<file path="src/rtl/sample_collector.sv">
// Polls each pin controller's SAMPLE_CNT and pushes {index, cnt, sample_bit} into
// the readback FIFO whenever a pin's count has advanced since the previous scan.
module sample_collector #(
  parameter int          NUM_PINS        = 8,
  parameter logic [10:0] BASE_POSITION   = 11'd0,
  parameter logic [7:0]  ADDR_SAMPLE_REG = 8'd7,
  parameter logic [7:0]  ADDR_SAMPLE_CNT = 8'd8
) (
  input  logic        clk,
  input  logic        reset,
  input  logic        run,
  input  logic        clear_overrun,
  output logic        busy,
  output logic        overrun,
  output logic        bus_enable,
  output logic [18:0] bus_addr,
  output logic        bus_rd,
  output logic        bus_wr,
  input  logic [15:0] bus_data_in,
  output logic [31:0] fifo_data,
  output logic        fifo_wr,
  input  logic        fifo_full
);

  localparam int IDX_W = (NUM_PINS > 1) ? $clog2(NUM_PINS) : 1;

  typedef enum logic [2:0] {
    IDLE, CNT_RQ, CNT_WT, CHECK, REG_RQ, REG_WT, PUSH, NEXT
  } state_t;

  state_t            state;
  logic [IDX_W-1:0]  index;
  logic [IDX_W-1:0]  next_index;
  logic [15:0]       cnt;
  logic [15:0]       delta;
  logic [15:0]       last_cnt [NUM_PINS];
  logic [NUM_PINS-1:0] baseline_valid;
  logic [7:0]        index8;
  logic [10:0]       pos;
  logic [10:0]       next_pos;

  assign next_index = (index == IDX_W'(NUM_PINS - 1)) ? '0 : index + 1'b1;
  assign index8     = 8'(index);
  assign pos        = BASE_POSITION + 11'(index);
  assign next_pos   = BASE_POSITION + 11'(next_index);
  // 16-bit subtraction gives the wrap-safe advance of the pin's counter
  assign delta      = cnt - last_cnt[index];

  assign busy    = (state != IDLE);
  assign bus_wr  = 1'b0;
  assign fifo_wr = (state == PUSH) && !fifo_full;

  always_ff @(posedge clk or negedge reset) begin
    if (!reset) begin
      state          <= IDLE;
      index          <= '0;
      cnt            <= '0;
      overrun        <= 1'b0;
      bus_enable     <= 1'b0;
      bus_rd         <= 1'b0;
      bus_addr       <= '0;
      fifo_data      <= '0;
      baseline_valid <= '0;
      for (int i = 0; i < NUM_PINS; i++) last_cnt[i] <= '0;
    end else begin
      // Read strobes are single-cycle; the address returns to 0 with them
      bus_enable <= 1'b0;
      bus_rd     <= 1'b0;
      bus_addr   <= '0;
      if (clear_overrun) overrun <= 1'b0;

      case (state)
        IDLE: begin
          if (run) begin
            index      <= '0;
            bus_enable <= 1'b1;
            bus_rd     <= 1'b1;
            bus_addr   <= {BASE_POSITION, ADDR_SAMPLE_CNT};
            state      <= CNT_RQ;
          end
        end
        CNT_RQ: state <= CNT_WT;
        CNT_WT: begin
          cnt   <= bus_data_in;
          state <= CHECK;
        end
        CHECK: begin
          if (!baseline_valid[index]) begin
            last_cnt[index]       <= cnt;
            baseline_valid[index] <= 1'b1;
            state                 <= NEXT;
          end else if (delta == 16'd0) begin
            state <= NEXT;
          end else begin
            last_cnt[index] <= cnt;
            // Placed after the clear so a simultaneous set wins
            if (delta > 16'd1) overrun <= 1'b1;
            bus_enable <= 1'b1;
            bus_rd     <= 1'b1;
            bus_addr   <= {pos, ADDR_SAMPLE_REG};
            state      <= REG_RQ;
          end
        end
        REG_RQ: state <= REG_WT;
        REG_WT: begin
          fifo_data <= {index8, cnt, 7'b0, bus_data_in[0]};
          state     <= PUSH;
        end
        PUSH: begin
          if (!fifo_full) state <= NEXT;
        end
        NEXT: begin
          index <= next_index;
          if (run) begin
            bus_enable <= 1'b1;
            bus_rd     <= 1'b1;
            bus_addr   <= {next_pos, ADDR_SAMPLE_CNT};
            state      <= CNT_RQ;
          end else begin
            state <= IDLE;
          end
        end
        default: state <= IDLE;
      endcase
    end
  end

endmodule

</file>
<file path="config.mk">
export PLATFORM = sky130hd
export DESIGN_NAME = sample_collector
export DESIGN_NICKNAME = d
export VERILOG_FILES = /design/src/rtl/sample_collector.sv
export SDC_FILE = /design/constraint.sdc
export NUM_CORES = 1
export LEC_CHECK = 0
export ABC_CLOCK_PERIOD_IN_PS = 10200
export CAP_MARGIN = 20
export CELL_PAD_IN_SITES_DETAIL_PLACEMENT = 0
export CELL_PAD_IN_SITES_GLOBAL_PLACEMENT = 1
export CORE_MARGIN = 5
export CORE_UTILIZATION = 51
export DETAILED_ROUTE_END_ITERATION = 8
export PLACE_DENSITY = 0.84
export SKIP_CTS_REPAIR_TIMING = 1
export SLEW_MARGIN = 20
export SYNTH_ARGS = -nofsm -noshare
export SYNTH_HDL_FRONTEND = slang
export SYNTH_SLANG_ARGS = --single-unit
</file>
<file path="constraint.sdc">
create_clock -name clk -period 10.2 [get_ports clk]
set_input_delay 1.53 -clock clk [delete_from_list [all_inputs] [get_ports clk]]
set_output_delay 1.53 -clock clk [all_outputs]
set_load 0.01 [all_outputs]
</file>
==> impl_metrics.py <==
metrics = {
    "critical_path": {
        "path_cells": "and3_1 -> a22oi_1 -> and3_1 -> ha_1 -> a21o_1 -> a21oi_1 -> nand2_1 -> a21oi_1 -> a211oi_1 -> nor4_2 -> nand4_1 -> o21ai_4 -> mux2_2",
        "critPathLaunchType": "register",
        "critical_path_class": "register to register",
        "end_kind": "register",
        "rr_startpoint": "index[0]",
        "critical_path_buf_inv_count": 0,
        "crit_family": "simple AND/OR/NAND/NOR gates",
        "worstPathRequired_ns": 10.52,
        "critPathMaxFanout": 22,
        "cpMaxStageDelayCell": "o21ai_4",
        "crit_path_max_incr_delay_ns": 0.98,
        "arrival_ns": 6.55,
        "r2r_cells": 13,
        "path_depth": 13,
        "critPathLaunch": "index[0]",
    },
    "finish": {
        "fill_cells": 1418,
        "drive_above_1_share": 0.193,
        "nNetsFinal": 791,
        "antenna_cells": 0,
        "fin_area_um2": 10200,
        "area_growth_pct": 12.1,
    },
    "die": {
        "core_um2": 17800,
        "start_util": 0.513,
        "die_y_um": 144,
        "io_pins": 78,
        "fp-row-count": 49,
        "die_area_um2": 20700,
        "die_x_um": 144,
    },
    "routing": {
        "post_drt_via_cell_ratio": 6.05,
        "firstDrtPassIters": 5,
        "vias": 6015,
        "wl_mm": 21.1,
        "wl_per_cell_um": 21.2,
        "drc": 0,
        "drt_iter0_drc": 439,
        "ant_nets": 0,
    },
    "logic_synthesis": {
        "synth.largest_area_cell": "dfrtp_1",
        "synth_flop_cell": "dfrtp_1",
        "yosysWarnings": 0,
        "synth-edff-count": 0,
        "synth_cell_types": 64,
        "synthArstFlopShare": 1.00,
        "synth.area.top_cells": "dfrtp_1 (51%), mux2_1 (9.9%), mux2_2 (9.9%)",
        "netlist_area_um2": 9130,
        "synth.most_common_cell": "dfrtp_1",
        "synthTopCellsByCount": "dfrtp_1 (185), mux2_1 (80), mux2_2 (80)",
        "yosysTopAreaCellShare": 0.507,
        "avgSynthCellArea_um2": 12.5,
        "ys_ff_latch": 185,
        "yosysSeqAreaShare": 0.507,
        "syn_inst": 730,
    },
    "global_route": {
        "grt_pass1_vias": 6157,
        "grt_use_total": 0.216,
        "grt_pass1_wl_mm": 34.1,
        "antenna_found_initial": 0,
        "grt_max_degree": 115,
        "overflow": 0,
    },
    "place": {
        "place_congestion": 0.809,
        "hpwlAfterDp_mm": 13.5,
        "placed_cell_area_um2": 9630,
        "portBuffers": 52,
    },
    "timing": {
        "clock_skew_ns": 0.0107,
        "finalCritPeriodShare": 0.611,
        "hold_viol_final": 0,
        "finalCriticalPeriod_ns": 6.23,
        "worst_slew_pin_slew_ns": 1.03,
        "rsz0062_at_grt": "false",
        "setup_viol": 0,
        "slew_viol_final": 0,
        "fmax_mhz": 160,
        "finalSetupTns_ns": 0,
        "relSlewSlack": 0.307,
    },
    "power_and_ir_drop": {
        "leakagePower_nw": 4.50,
        "power_density_nw_per_um2": 377,
        "swShare": 0.402,
        "p_int_mw": 2.31,
        "peakVddDrop_mv": 0.179,
        "p_switching_mw": 1.55,
        "power_frac_clock": 0.173,
        "share_comb_of_total_power": 0.473,
        "seqPwrFrac": 0.355,
    },
    "clock_network": {
        "ctsHtreeMaxLevel": 4,
        "clockRootBuffer": "clkbuf_16",
        "cts.sinks": 185,
        "cts_tree": "done",
        "cts_buffer_depth": 2,
        "worst_skew_pair.late_latency_ns": 0.44,
        "path_clk_slew_ns": 0.07,
        "cts_made_buffers": 17,
    },
    "hold_path": {
        "min_from": "baseline_valid[7]",
        "hold_path.class": "register to register",
        "min_path_cells": 1,
    },
    "status": {
        "status": "finished clean",
    },
    "job": {
        "cap_violations": 0,
    },
}
## area by class of cell
type | instances | area [um^2] | share of cell area
clock buffers | 18 | 439 | 0.0429
clock inverters | 14 | 164 | 0.0160
inverters | 5 | 18.8 | 0.00183
multi-input cells | 483 | 4110 | 0.402
flip-flops and latches | 185 | 4630 | 0.452
well taps | 229 | 287 | 0.0280
repair buffers | 60 | 584 | 0.0571
## stage by stage
stage / total power [mW] / hold WS, ns / setup slack [ns] / util / instances
floorplan: 2.64 / 0.444 / 5.78 / - / 754
global placement: 3.10 / 0.459 / 4.16 / 0.542 / 962
detailed placement: 3.18 / 0.463 / 3.99 / 0.542 / 962
CTS: 3.86 / 0.479 / 3.97 / 0.576 / 994
global route: 4.12 / 0.483 / 3.49 / 0.576 / 994
finish: 3.86 / 0.477 / 3.97 / 0.576 / 994
## sequential cells by signal (all words and copies together) (netlist names)
register        flops
state               3
cnt                16
overrun             1
index               3
bus_addr            5
bus_rd              1
last_cnt          128
fifo_data          20
baseline_valid      8
## power by group through the flow
| stage | clock network (mW) | registers (mW) | logic, mW |
|---|---|---|---|
| after detailed placement | 0 | 1.37 | 1.81 |
| after global placement | 0 | 1.35 | 1.75 |
| final | 0.667 | 1.37 | 1.82 |
| after CTS | 0.680 | 1.36 | 1.82 |
| after floorplan | 0 | 1.23 | 1.42 |
| after global routing | 0.707 | 1.42 | 2.00 |
## worst register-to-register path, stage by stage (launching register included)
cell and delay, ns:
dfrtp_1 0.79, and3_1 0.83, a22oi_1 0.23, and3_1 0.26
ha_1 0.35, a21o_1 0.18, a21oi_1 0.20, nand2_1 0.13
a21oi_1 0.46, a211oi_1 0.22, nor4_2 0.29, nand4_1 0.77
o21ai_4 0.99, mux2_2 0.42
## worst paths after layout
kind                       slack [ns]                 to
setup / recovery                 3.97       last_cnt[46]
hold / removal                   0.48  baseline_valid[7]
setup reg to reg                 3.97       last_cnt[46]
hold reg to reg                  0.48  baseline_valid[7]
max in group asynchronous        7.59       last_cnt[97]
min in group asynchronous        1.19           index[1]
## cells by family after synthesis
logic type                 count (synthesis)  synth area share
AOI/OAI and AO/OA                        149             0.128
adders and majority gates                 18            0.0255
xor gates and xnor gates                   4           0.00384
muxes                                    165             0.206
buffers and inverters                     86            0.0543
and+or+nand+nor                          122            0.0754
DFF                                      185             0.507
other                                      1          0.000411
## placed cells by master, fill, tap and decap left out, types with 5 or more instances in the layout
master and instances:
mux2_1 80, nand2b_1 6, and4_1 6, o21ai_4 8
mux2_2 80, clkdlybuf4s50_1 51, nand3_1 6, o21ai_0 10
dfrtp_1 185, a21oi_1 17, clkinvlp_4 5, conb_1 25
a22o_1 9, a21o_1 6, a22oi_1 46, clkbuf_16 17
and3_1 14, nand2_1 22, inv_1 5, ha_1 17
a211oi_1 6, nor2_1 26, or2_2 5, a221oi_1 9
buf_4 8, o21bai_1 9
## layer usage
metal / wire length (um) / vias to the layer above / GRT usage
met5: 0 / - / 0
met1: 9070 / 3086 / 0.282
met2: 10200 / 203 / 0.352
li1: - / 2688 / -
met4: 590 / 0 / 0.0867
met3: 1270 / 38 / 0.0459
(Power assumes the default switching activity.)
==> edit (same settings) <==
The 8 states of `state_t` get a one-hot encoding in 8 bits.
--- a/src/rtl/sample_collector.sv
+++ b/src/rtl/sample_collector.sv
@@ -24,8 +24,8 @@
 
   localparam int IDX_W = (NUM_PINS > 1) ? $clog2(NUM_PINS) : 1;
 
-  typedef enum logic [2:0] {
-    IDLE, CNT_RQ, CNT_WT, CHECK, REG_RQ, REG_WT, PUSH, NEXT
+  typedef enum logic [7:0] {
+    IDLE = 8'b00000001, CNT_RQ = 8'b00000010, CNT_WT = 8'b00000100, CHECK = 8'b00001000, REG_RQ = 8'b00010000, REG_WT = 8'b00100000, PUSH = 8'b01000000, NEXT = 8'b10000000
   } state_t;
 
   state_t            state;
Formal check against the unedited RTL: no difference found for any inputs over 10 cycles, from zero or initial values and one cycle with reset low; not proved beyond that.
==> edit against the original RTL <==
Core utilization grew 1.3 points; sequential cell count rose by 5; highest routed layer unchanged; worst hold slack got worse by 0.017 ns; setup slack improved by 0.49 ns; critical endpoint is now last_cnt[102]$_DFFE_PN0P_; synthesized area increased by 4.0%; routed wire length grew 10%; fmax up 8.6%; count of clock-buffer cells in the layout is 2 higher; sequential share of layout area down 0.74 points; final area increased by 4.4%.
Power is not compared: it rests on default switching activity, and its combinational part moved more than twofold at a synthesized area within 25%.
==> edit: results (changes against the original RTL) <==
nNetsFinal: 820  # was 791
crit_arrival_ns: 6.06  # was 6.55 ns
syn_to_final_growth_pct: 12.60  # was 12.13%
dr.first_iter.drc_count: 379  # was 439
multiInputGateArea_um2: 4333  # was 4113 um2
n_all_buffers: 65  # was 60
dp.cells: 989  # was 962
layout.nonclk_buf_share_pct: 5.993  # was 5.709%
cts_max_path_buffers: 2  # unchanged
rows: 49  # unchanged
wirelength_um: 23220  # was 21100 um
grt_max_degree: 115  # unchanged
fin_cells: 1023  # was 994
endpoint: "last_cnt[102]$_DFFE_PN0P_"  # was last_cnt[46]$_DFFE_PN0P_
power.total_mw: 2.354
status: "completed"  # unchanged
vdd_ir_drop_max_mv: 0.1354
syn_avg_cell_area_um2: 12.69  # was 12.50 um2
cts_buffers: 17  # unchanged
critPathMaxStageDelay_ns: 0.81  # was 0.98 ns
path_class: "flop to flop"  # unchanged
grt_usage_pct: 21.95  # was 21.56%
yosys-top-cells-area: "dfrtp_1 50%, mux2_2 10%, mux2_4 9.5%"  # was dfrtp_1 51%, mux2_1 9.9%, mux2_2 9.9%
r2r_setup_slack_ns: 4.46  # was 3.97 ns
first_global_vias: 6484  # was 6157
r2r_start: "index[1]$_DFFE_PN0P_"  # was index[0]$_DFFE_PN0P_
period_needed_ns: 5.737  # was 6.231 ns
clkCellAreaFrac_pct: 5.630  # was 5.892%
hold_class: "flop to flop"  # unchanged
multi_input_gates: 488  # was 483
fillers: 1428  # was 1418
drive_above_1_share_pct: 27.08  # was 19.35%
inverters: 19  # was 5
gp_congestion: 0.8446  # was 0.8090
maxSlewHeadroom_pct: 23.66  # was 30.70%
clock_skew_ns: 0.009223  # was 0.01065 ns
clock_latency_ns: 0.44  # about the same
final-seq-area_um2: 4756  # was 4629 um2
crit_fanout: 17  # was 22
r2r_cells: 15  # was 13
p_leak_nw: 4.971
clkbuf_count: 20  # was 18
crit_slowest_cell: "and2_1"  # was o21ai_4
async_reset_ff_share_pct: 100.0  # unchanged
grt_pass1_wl_um: 36760  # was 34130 um
antenna_cells: 0  # unchanged
synth_cell_types: 61  # was 64
ys_top_cells_by_count: "189 x dfrtp_1, 87 x mux2_2, 64 x a22oi_1, 60 x mux2_4, 54 x nand2_1"  # was 185 x dfrtp_1, 80 x mux2_1, 80 x mux2_2, 46 x a22oi_1, 29 x buf_4
htree_levels: 4  # unchanged
place_hpwl_um: 15000  # was 13480 um
post_dp_cell_area_um2: 10060  # was 9629 um2
yosysSeqAreaShare_pct: 50.10  # was 50.72%
seq_cells: 190  # was 185
cp_top_family: "compound AO/OA/AOI/OAI gates"  # was simple AND/OR/NAND/NOR gates
via_per_inst: 6.120  # was 6.051
post-place-ws_ns: 4.504  # was 3.994 ns
cp-startpoint: "index[1]$_DFFE_PN0P_"  # was index[0]$_DFFE_PN0P_
edit: cell count changes after synthesis, sizes merged, moves of 5 or more:
cell,unedited run,this run
a21o,6,12
a221oi,9,0
a22o,9,3
a22oi,46,64
a311oi,1,6
and3,14,6
and4,6,16
clkbuf,26,20
inv,5,19
mux2,160,147
nand2,22,54
nor2,26,10
o21bai,9,2
edit: kinds of logic (layout without fill, tap and decap cells):
logic type | Yosys count | in the layout | share of synthesized area, %
flip-flops | 190 | 190 | 50.10
XOR/XNOR | 5 | 5 | 0.4613
multiplexers | 153 | 153 | 20.71
buffers and inverters | 94 | 116 | 5.483
adder cells (fa/ha/maj) | 18 | 18 | 2.452
AO/OA/AOI/OAI | 146 | 146 | 12.19
AND/OR/NAND/NOR | 141 | 141 | 8.567
other | 1 | 25 | 0.03950
edit: per-layer routing:
metal  GRT usage [%]  routed length [um]  vias up
met4           8.278                 655        0
met5               0                   0        -
met3           5.392                1336       47
li1                -                   -     2755
met2           34.68               10790      207
met1           29.52               10430     3252
edit: worst min path at each step:
stage / from / end / slack (ns)
2_1_floorplan: baseline_valid[3]$_DFFE_PN0P_ / baseline_valid[3]$_DFFE_PN0P_ / 0.42
3_3_place_gp: baseline_valid[6]$_DFFE_PN0P_ / baseline_valid[6]$_DFFE_PN0P_ / 0.44
3_5_place_dp: baseline_valid[4]$_DFFE_PN0P_ / baseline_valid[4]$_DFFE_PN0P_ / 0.44
4_1_cts: baseline_valid[4]$_DFFE_PN0P_ / baseline_valid[4]$_DFFE_PN0P_ / 0.46
5_1_grt: baseline_valid[1]$_DFFE_PN0P_ / baseline_valid[1]$_DFFE_PN0P_ / 0.47
6_report: baseline_valid[1]$_DFFE_PN0P_ / baseline_valid[1]$_DFFE_PN0P_ / 0.46
